$ cat src/rtl/prince_ti_pkg.sv
// Shared types and constants for the 2-share PRINCE round controller.
package prince_ti_pkg;

  // RUN and DONE both have bit 0 set; that bit drives the share mux select.
  typedef enum logic [1:0] {
    IDLE = 2'b00,
    RUN  = 2'b01,
    DONE = 2'b11
  } ctrl_state_e;

  localparam int unsigned PRINCE_ROUNDS = 12;
  localparam int unsigned PRINCE_MID    = 6;
  localparam int unsigned PRINCE_RW     = $clog2(PRINCE_ROUNDS);

  typedef logic [PRINCE_RW-1:0] round_idx_t;

  // Counter width for a modulo-n counter. Always at least one bit.
  function automatic int unsigned cnt_width(input int unsigned n);
    return (n <= 1) ? 1 : $clog2(n);
  endfunction

endpackage

$ cat src/rtl/prince_ti_stage_cnt.sv
// Modulo-STAGES counter tracking the TI S-box pipeline position within a round.
module prince_ti_stage_cnt
  import prince_ti_pkg::*;
#(
  parameter int unsigned STAGES = 2
) (
  input  logic clk,
  input  logic rst,
  input  logic en,
  input  logic clr,
  output logic tc
);

  localparam int unsigned W = cnt_width(STAGES);
  localparam logic [W-1:0] LAST = W'(STAGES - 1);

  logic [W-1:0] cnt_q;

  // Terminal count is an equality test, so non-power-of-two depths never overflow.
  assign tc = (cnt_q == LAST);

  // Count register: clear wins over enable; wraps to zero after the last stage.
  always_ff @(posedge clk) begin
    if (rst || clr) begin
      cnt_q <= '0;
    end else if (en) begin
      cnt_q <= tc ? '0 : cnt_q + 1'b1;
    end
  end

endmodule

$ cat src/rtl/prince_ti_round_ctrl.sv
// Sequencing controller for the 2-share threshold PRINCE datapath: steers the
// state-input mux, gates the state-register load and supplies round/direction.
module prince_ti_round_ctrl
  import prince_ti_pkg::*;
#(
  parameter int unsigned NUM_ROUNDS  = PRINCE_ROUNDS,
  parameter int unsigned MID_ROUND   = PRINCE_MID,
  parameter int unsigned SBOX_STAGES = 2
) (
  input  logic                          clk,
  input  logic                          rst,
  input  logic                          in_valid,
  output logic                          in_ready,
  input  logic                          out_ready,
  output logic                          out_valid,
  output logic                          mux_sel,
  output logic                          state_en,
  output logic [$clog2(NUM_ROUNDS)-1:0] round_idx,
  output logic                          dir,
  output logic                          busy
);

  localparam int unsigned RW = $clog2(NUM_ROUNDS);
  localparam logic [RW-1:0] ROUND_LAST = RW'(NUM_ROUNDS - 1);
  localparam logic [RW-1:0] ROUND_MID  = RW'(MID_ROUND);

  // Elaboration-time legality checks.
  if (NUM_ROUNDS < 2) begin : g_bad_rounds
    $fatal(1, "prince_ti_round_ctrl: NUM_ROUNDS must be >= 2");
  end
  if (MID_ROUND < 1 || MID_ROUND >= NUM_ROUNDS) begin : g_bad_mid
    $fatal(1, "prince_ti_round_ctrl: MID_ROUND must satisfy 1 <= MID_ROUND < NUM_ROUNDS");
  end
  if (SBOX_STAGES < 1) begin : g_bad_stages
    $fatal(1, "prince_ti_round_ctrl: SBOX_STAGES must be >= 1");
  end

  ctrl_state_e   state_q, state_d;
  logic [RW-1:0] round_q, round_d;
  logic          stage_en, stage_clr, stage_tc;

  prince_ti_stage_cnt #(
    .STAGES (SBOX_STAGES)
  ) u_stage_cnt (
    .clk (clk),
    .rst (rst),
    .en  (stage_en),
    .clr (stage_clr),
    .tc  (stage_tc)
  );

  // The select comes straight off a state flop so both share instances see a
  // glitch-free, cycle-stable value.
  assign mux_sel   = state_q[0];
  assign round_idx = round_q;
  // Round counter is zero outside RUN, so dir is low there as MID_ROUND >= 1.
  assign dir       = (round_q >= ROUND_MID);

  // State and round registers.
  always_ff @(posedge clk) begin
    if (rst) begin
      state_q <= IDLE;
      round_q <= '0;
    end else begin
      state_q <= state_d;
      round_q <= round_d;
    end
  end

  // Next-state, round sequencing and handshake/enable decode.
  always_comb begin
    state_d   = state_q;
    round_d   = round_q;
    stage_en  = 1'b0;
    stage_clr = 1'b0;
    in_ready  = 1'b0;
    out_valid = 1'b0;
    busy      = 1'b0;
    state_en  = 1'b0;
    unique case (state_q)
      IDLE: begin
        in_ready = 1'b1;
        // Fresh shares load on the accepting edge.
        state_en = in_valid;
        if (in_valid) begin
          state_d   = RUN;
          round_d   = '0;
          stage_clr = 1'b1;
        end
      end
      RUN: begin
        busy     = 1'b1;
        stage_en = 1'b1;
        // Capture feedback only once the S-box pipeline has drained.
        state_en = stage_tc;
        if (stage_tc) begin
          if (round_q == ROUND_LAST) begin
            state_d = DONE;
            round_d = '0;
          end else begin
            round_d = round_q + 1'b1;
          end
        end
      end
      DONE: begin
        out_valid = 1'b1;
        if (out_ready) begin
          state_d = IDLE;
        end
      end
      default: begin
        state_d = IDLE;
        round_d = '0;
      end
    endcase
  end

endmodule
$ cat config.mk
export PLATFORM = sky130hd
export DESIGN_NAME = prince_ti_round_ctrl
export DESIGN_NICKNAME = d
export VERILOG_FILES = /design/src/rtl/prince_ti_pkg.sv /design/src/rtl/prince_ti_stage_cnt.sv /design/src/rtl/prince_ti_round_ctrl.sv
export SDC_FILE = /design/constraint.sdc
export NUM_CORES = 1
export LEC_CHECK = 0
export CAP_MARGIN = 40
export CORE_AREA = 2 2 39 41
export CTS_BUF_LIST = sky130_fd_sc_hd__clkbuf_8
export DETAILED_ROUTE_END_ITERATION = 10
export DIE_AREA = 0 0 41 43
export PLACE_DENSITY = 0.68
export SYNTH_ARGS = -nofsm -noshare
export SYNTH_HDL_FRONTEND = slang
export SYNTH_SLANG_ARGS = --single-unit
$ cat constraint.sdc
create_clock -name clk -period 3.1 [get_ports clk]
set_clock_uncertainty 0.2 [all_clocks]
set_input_delay 0.62 -clock clk [delete_from_list [all_inputs] [get_ports clk]]
set_output_delay 0.62 -clock clk [all_outputs]
set_load 0.02 [all_outputs]
Word level (Yosys, flattened, before mapping)
Index checks and enable logic that the tools add are counted.

Bits in registers: 7. Logic and storage cells: 34.

Add/subtract/negate cells: 2. Reductions and logical operators: 4. Equality and inequality tests: 7. Mux-type cells: 16. Order comparisons: 1. Bitwise gates (word level): 1.

Operators by type and width (count): $mux W4 (3); $pmux W4 S3 (1); $mux W2 (4); $mux W1 (6); $ne A2 B2 Y1 const B (3); $pmux W2 S3 (1); $add A4 B1 Y4 const B (1); $eq A4 B4 Y1 const B (1); $ge A4 B3 Y1 const B (1); $reduce_and A4 Y1 (1); $reduce_and A3 Y1 (1); $eq A2 B1 Y1 const B (1); $eq A2 B2 Y1 const B (1); $logic_not A2 Y1 (1); $ne A2 B1 Y1 const B (1); $pmux W1 S2 (1); $add A1 B1 Y1 const B (1); $logic_or A1 B1 Y1 (1); $not A1 Y1 (1).

Logic depth before layout (Yosys ltp)
Depth after elaboration: 4. Mapped depth: 5.

Cells and area by module
From an unflattened synthesis, not the netlist that was laid out.

Cells, all modules: 50. Area, all modules: 469.2 um2.

Modules (own cells, without submodules): prince_ti_round_ctrl (seq. area each 120.1 um2, area an instance 430.4 um2, times used 1, cells an instance 47); prince_ti_stage_cnt (seq. area each 20.0 um2, area an instance 38.8 um2, times used 1, cells an instance 3).

Worst setup path after synthesis
No wires, ideal clock.

Path type: register to output. Start point: reg state_q[0]. End point: out state_en. Buffers on the path: 1. Path slack: 1248 ps. Arrival time: 1032 ps. Data required time: 2280 ps. Stages on the path, launching flop included: 4. Path through: dfxtp_1 buf_4 mux2i_1 nor2_1.

Cells in the longest elaborated chain, start to end: 2. Elaborated cells on any way between the ends: 3.

Ends and longest elaborated chain: start, declared (RTL line prince_ti_round_ctrl.sv:38) `ctrl_state_e state_q, state_d;`; start signal, assigned (RTL line prince_ti_round_ctrl.sv:65) `state_q <= state_d;`; $eq A2 B1 Y1 / $logic_not A2 Y1 (equally long branches) (RTL line prince_ti_round_ctrl.sv:80) `unique case (state_q)`; $pmux W1 S2 * (RTL line prince_ti_round_ctrl.sv:80); end, declared (RTL line prince_ti_round_ctrl.sv:17) `output logic state_en,`.

Every way passes the cells marked *; elsewhere a longest branch is shown, timed or not.

Final worst setup path
Start point: in in_valid. End point: out state_en.

Cells in the longest elaborated chain, start to end: 1.

Ends and longest elaborated chain: start, declared (RTL line prince_ti_round_ctrl.sv:12) `input logic in_valid,`; $pmux W1 S2 (RTL line prince_ti_round_ctrl.sv:80).

No other way between the ends.

==> impl_metrics.json <==
{
  "hpwl_um": 653,
  "crit_family": "buffers and inverters",
  "regToRegStartpoint": "state_q[0]",
  "slowest_delay_ns": 0.62,
  "postRouteAntennaNets": 0,
  "r2r-end": "round_idx[2]",
  "initial_utilization_pct": 30.2,
  "antennaDiodeCount": 0,
  "clk_pin_slew_ns": 0.04,
  "report.final.slew_viol_count": 0,
  "critPathKind": "in2out",
  "drive_gt1_share_pct": 8.06,
  "maxCapViolCount": 0,
  "rsz0062_at_grt": "no",
  "finalSetupTns_ns": 0,
  "drc": 0,
  "postLayoutCoreUtil_pct": 42.9,
  "ys_ff_latch": 7,
  "die_y_um": 43,
  "cellPowerDensity_mw_per_mm2": 435,
  "std_cell_rows": 14,
  "p_clk_share_pct": 48.1,
  "cts_made_buffers": 3,
  "postRouteWirelength_um": 890,
  "finalHoldViolCount": 0,
  "worstRegToRegCells": 3,
  "worstSetupEndpointType": "output pin",
  "cp_cell_sequence": "clkdlybuf4s50_1, mux2i_1, nor2_1, clkdlybuf4s50_1",
  "grt_pass1_wl_um": 1280,
  "switchingPower_w": 0.0000617,
  "timing.fmax_ghz": 0.358,
  "slew_headroom_pct": 71.6,
  "critical_path.most_common_cell": "clkdlybuf4s50_1",
  "ys_seq_area_share_pct": 33.5,
  "coreArea_mm2": 0.00138,
  "endpoint": "state_en",
  "combPwrFrac_pct": 13.4,
  "cts.sinks": 7,
  "fin_crit_ns": 2.79,
  "antenna_found_initial": 0,
  "synthesis.area_um2": 418,
  "wl_per_cell_um": 11.4,
  "post_cts_buffers": 0,
  "synth_cells": 47,
  "drt_iter0_markers": 7,
  "r2r_setup_slack_ns": 1.51,
  "vias": 390,
  "synthToLayoutAreaGrowth_pct": 42.2,
  "final_cell_mix": "clkdlybuf4s50_1, dfxtp_1, nor2_1, inv_1, clkbuf_8",
  "p_leak_nw": 0.241,
  "synth.avg_cell_area_um2": 8.89,
  "cp_num_cells": 4,
  "boundaryPins": 14,
  "grt_overflow_total": 0,
  "internal-power_w": 0.000197,
  "syn-num-nets": 53,
  "grt_max_degree": 13,
  "chipWidth_um": 41,
  "cts_buffer_depth": 2,
  "cts_resized": 0,
  "die_area_mm2": 0.00176,
  "gp_congestion": 0.666,
  "clockRootBuffer": "clkbuf_8",
  "min-delay-path-class": "reg2reg",
  "first_global_vias": 305,
  "cts_tree": "built",
  "tightest_slew_ns": 0.425,
  "cp_slowest_cell": "clkdlybuf4s50_1",
  "vdd_drop_max_uv": 157,
  "portBuffers": 13,
  "startpoint_type": "input port",
  "vias_per_cell": 5.00,
  "critPathMaxFanout": 3,
  "dr.pass1.iters": 2,
  "cts_hold_buf": 0,
  "run_status": "complete, no violations",
  "swShare_pct": 23.9,
  "critical_path.startpoint": "in_valid",
  "final_common_cell": "clkdlybuf4s50_1",
  "power_frac_seq_pct": 38.5,
  "required_ns": 2.28,
  "critPathBufInv": 2,
  "clock_latency_ns": 0.22,
  "nets": 69,
  "setup_violations": 0,
  "num-fill-cells": 152,
  "worst_ep_arrival_time_ns": 1.97,
  "yosysWarnings": 0,
  "htreeDepth": 1,
  "grt_util_all_layers_pct": 11.0,
  "fin_crit_sh_pct": 90.0,
  "yosysUniqueCellTypes": 29
}
## cell usage after synthesis
master / n / area (µm²)
or2b_1: 1 / 7.51
o31ai_1: 1 / 7.51
ha_1: 2 / 25.0
o21bai_1: 1 / 7.51
inv_1: 3 / 11.3
nand4b_1: 1 / 8.76
or3_1: 1 / 6.26
a21oi_1: 1 / 5.00
nand4_1: 2 / 12.5
mux2i_1: 1 / 10.0
a41oi_1: 1 / 8.76
buf_4: 1 / 7.51
and3b_1: 1 / 8.76
a31oi_1: 2 / 12.5
nand3b_4: 1 / 20.0
nand3b_1: 1 / 7.51
nor3_1: 1 / 5.00
buf_6: 1 / 11.3
a311oi_1: 1 / 8.76
nand3_1: 2 / 10.0
nand2_1: 2 / 7.51
nor4bb_1: 1 / 10.0
nor2_1: 4 / 15.0
dfxtp_1: 7 / 140
nor2b_2: 1 / 8.76
o21ai_0: 2 / 10.0
and2_1: 1 / 6.26
nand2b_1: 2 / 12.5
o22ai_1: 1 / 6.26
## state kept, by name, summed over array words and instances, names as in the netlist
signal	count
round_idx	4
state_q	2
u_stage_cnt.tc	1
## metal layers
metal  vias to the layer above  GRT usage (%)  routed length [µm]
met1                       173           12.8                 421
li1                        206              -                   -
met4                         0           8.00                  14
met3                         2           3.14                  39
met5                         -              0                   0
met2                         9           16.3                 415
## worst reg2reg max path: stages (launching register included)
cell and delay (ns):
dfxtp_1 0.57, nor2b_2 0.33, a41oi_1 0.15, a311oi_1 0.25
## cell type report
type                            instances  area (µm²)  share of cell area, %
Clock inverter                          1        3.75                  0.632
Multi-Input combinational cell         35         248                   41.7
Timing Repair Buffer                   13         130                   21.9
Clock buffer                            3        41.3                   6.95
Tap cell                               16        20.0                   3.37
Sequential cell                         7         140                   23.6
Inverter                                3        11.3                   1.89
## cell families after synthesis
family	Yosys count	share of synthesized area, %
DFF	7	33.5
muxes	1	2.40
AOI/OAI and AO/OA	10	15.9
adders and majority gates	2	5.99
buffers and inverters	5	7.19
and+or+nand+nor	22	35.0
## power by group through the flow
stage / combinational [W] / clock [W] / sequential (W)
finish: 0.0000346 / 0.000124 / 0.0000994
detailed placement: 0.0000349 / 0 / 0.000101
CTS: 0.0000351 / 0.000129 / 0.0000992
global route: 0.0000378 / 0.000134 / 0.0000998
floorplan: 0.0000199 / 0 / 0.0000992
global placement: 0.0000349 / 0 / 0.000101
## worst min-delay path by stage
stage	slack, ns	endpoint	cells after the start	from
after floorplan	0.34	round_idx[0]	2	u_stage_cnt.tc
final	0.35	round_idx[3]	2	round_idx[3]
after global routing	0.37	round_idx[2]	1	round_idx[2]
after global placement	0.34	round_idx[3]	2	round_idx[3]
after CTS	0.35	round_idx[2]	1	round_idx[2]
after detailed placement	0.34	round_idx[2]	1	round_idx[2]
## metrics by stage
step / cells / instance area (µm²) / power, W / hold slack, ns / setup WS, ns
floorplan: 47 / 418 / 0.000119 / 0.337 / 1.25
global placement: 74 / 549 / 0.000136 / 0.342 / 0.308
detailed placement: 74 / 549 / 0.000136 / 0.340 / 0.319
CTS: 78 / 594 / 0.000264 / 0.348 / 0.307
global route: 78 / 594 / 0.000272 / 0.373 / 0.265
finish: 78 / 594 / 0.000258 / 0.352 / 0.309
No activity file was read; power rests on OpenSTA's default activity.
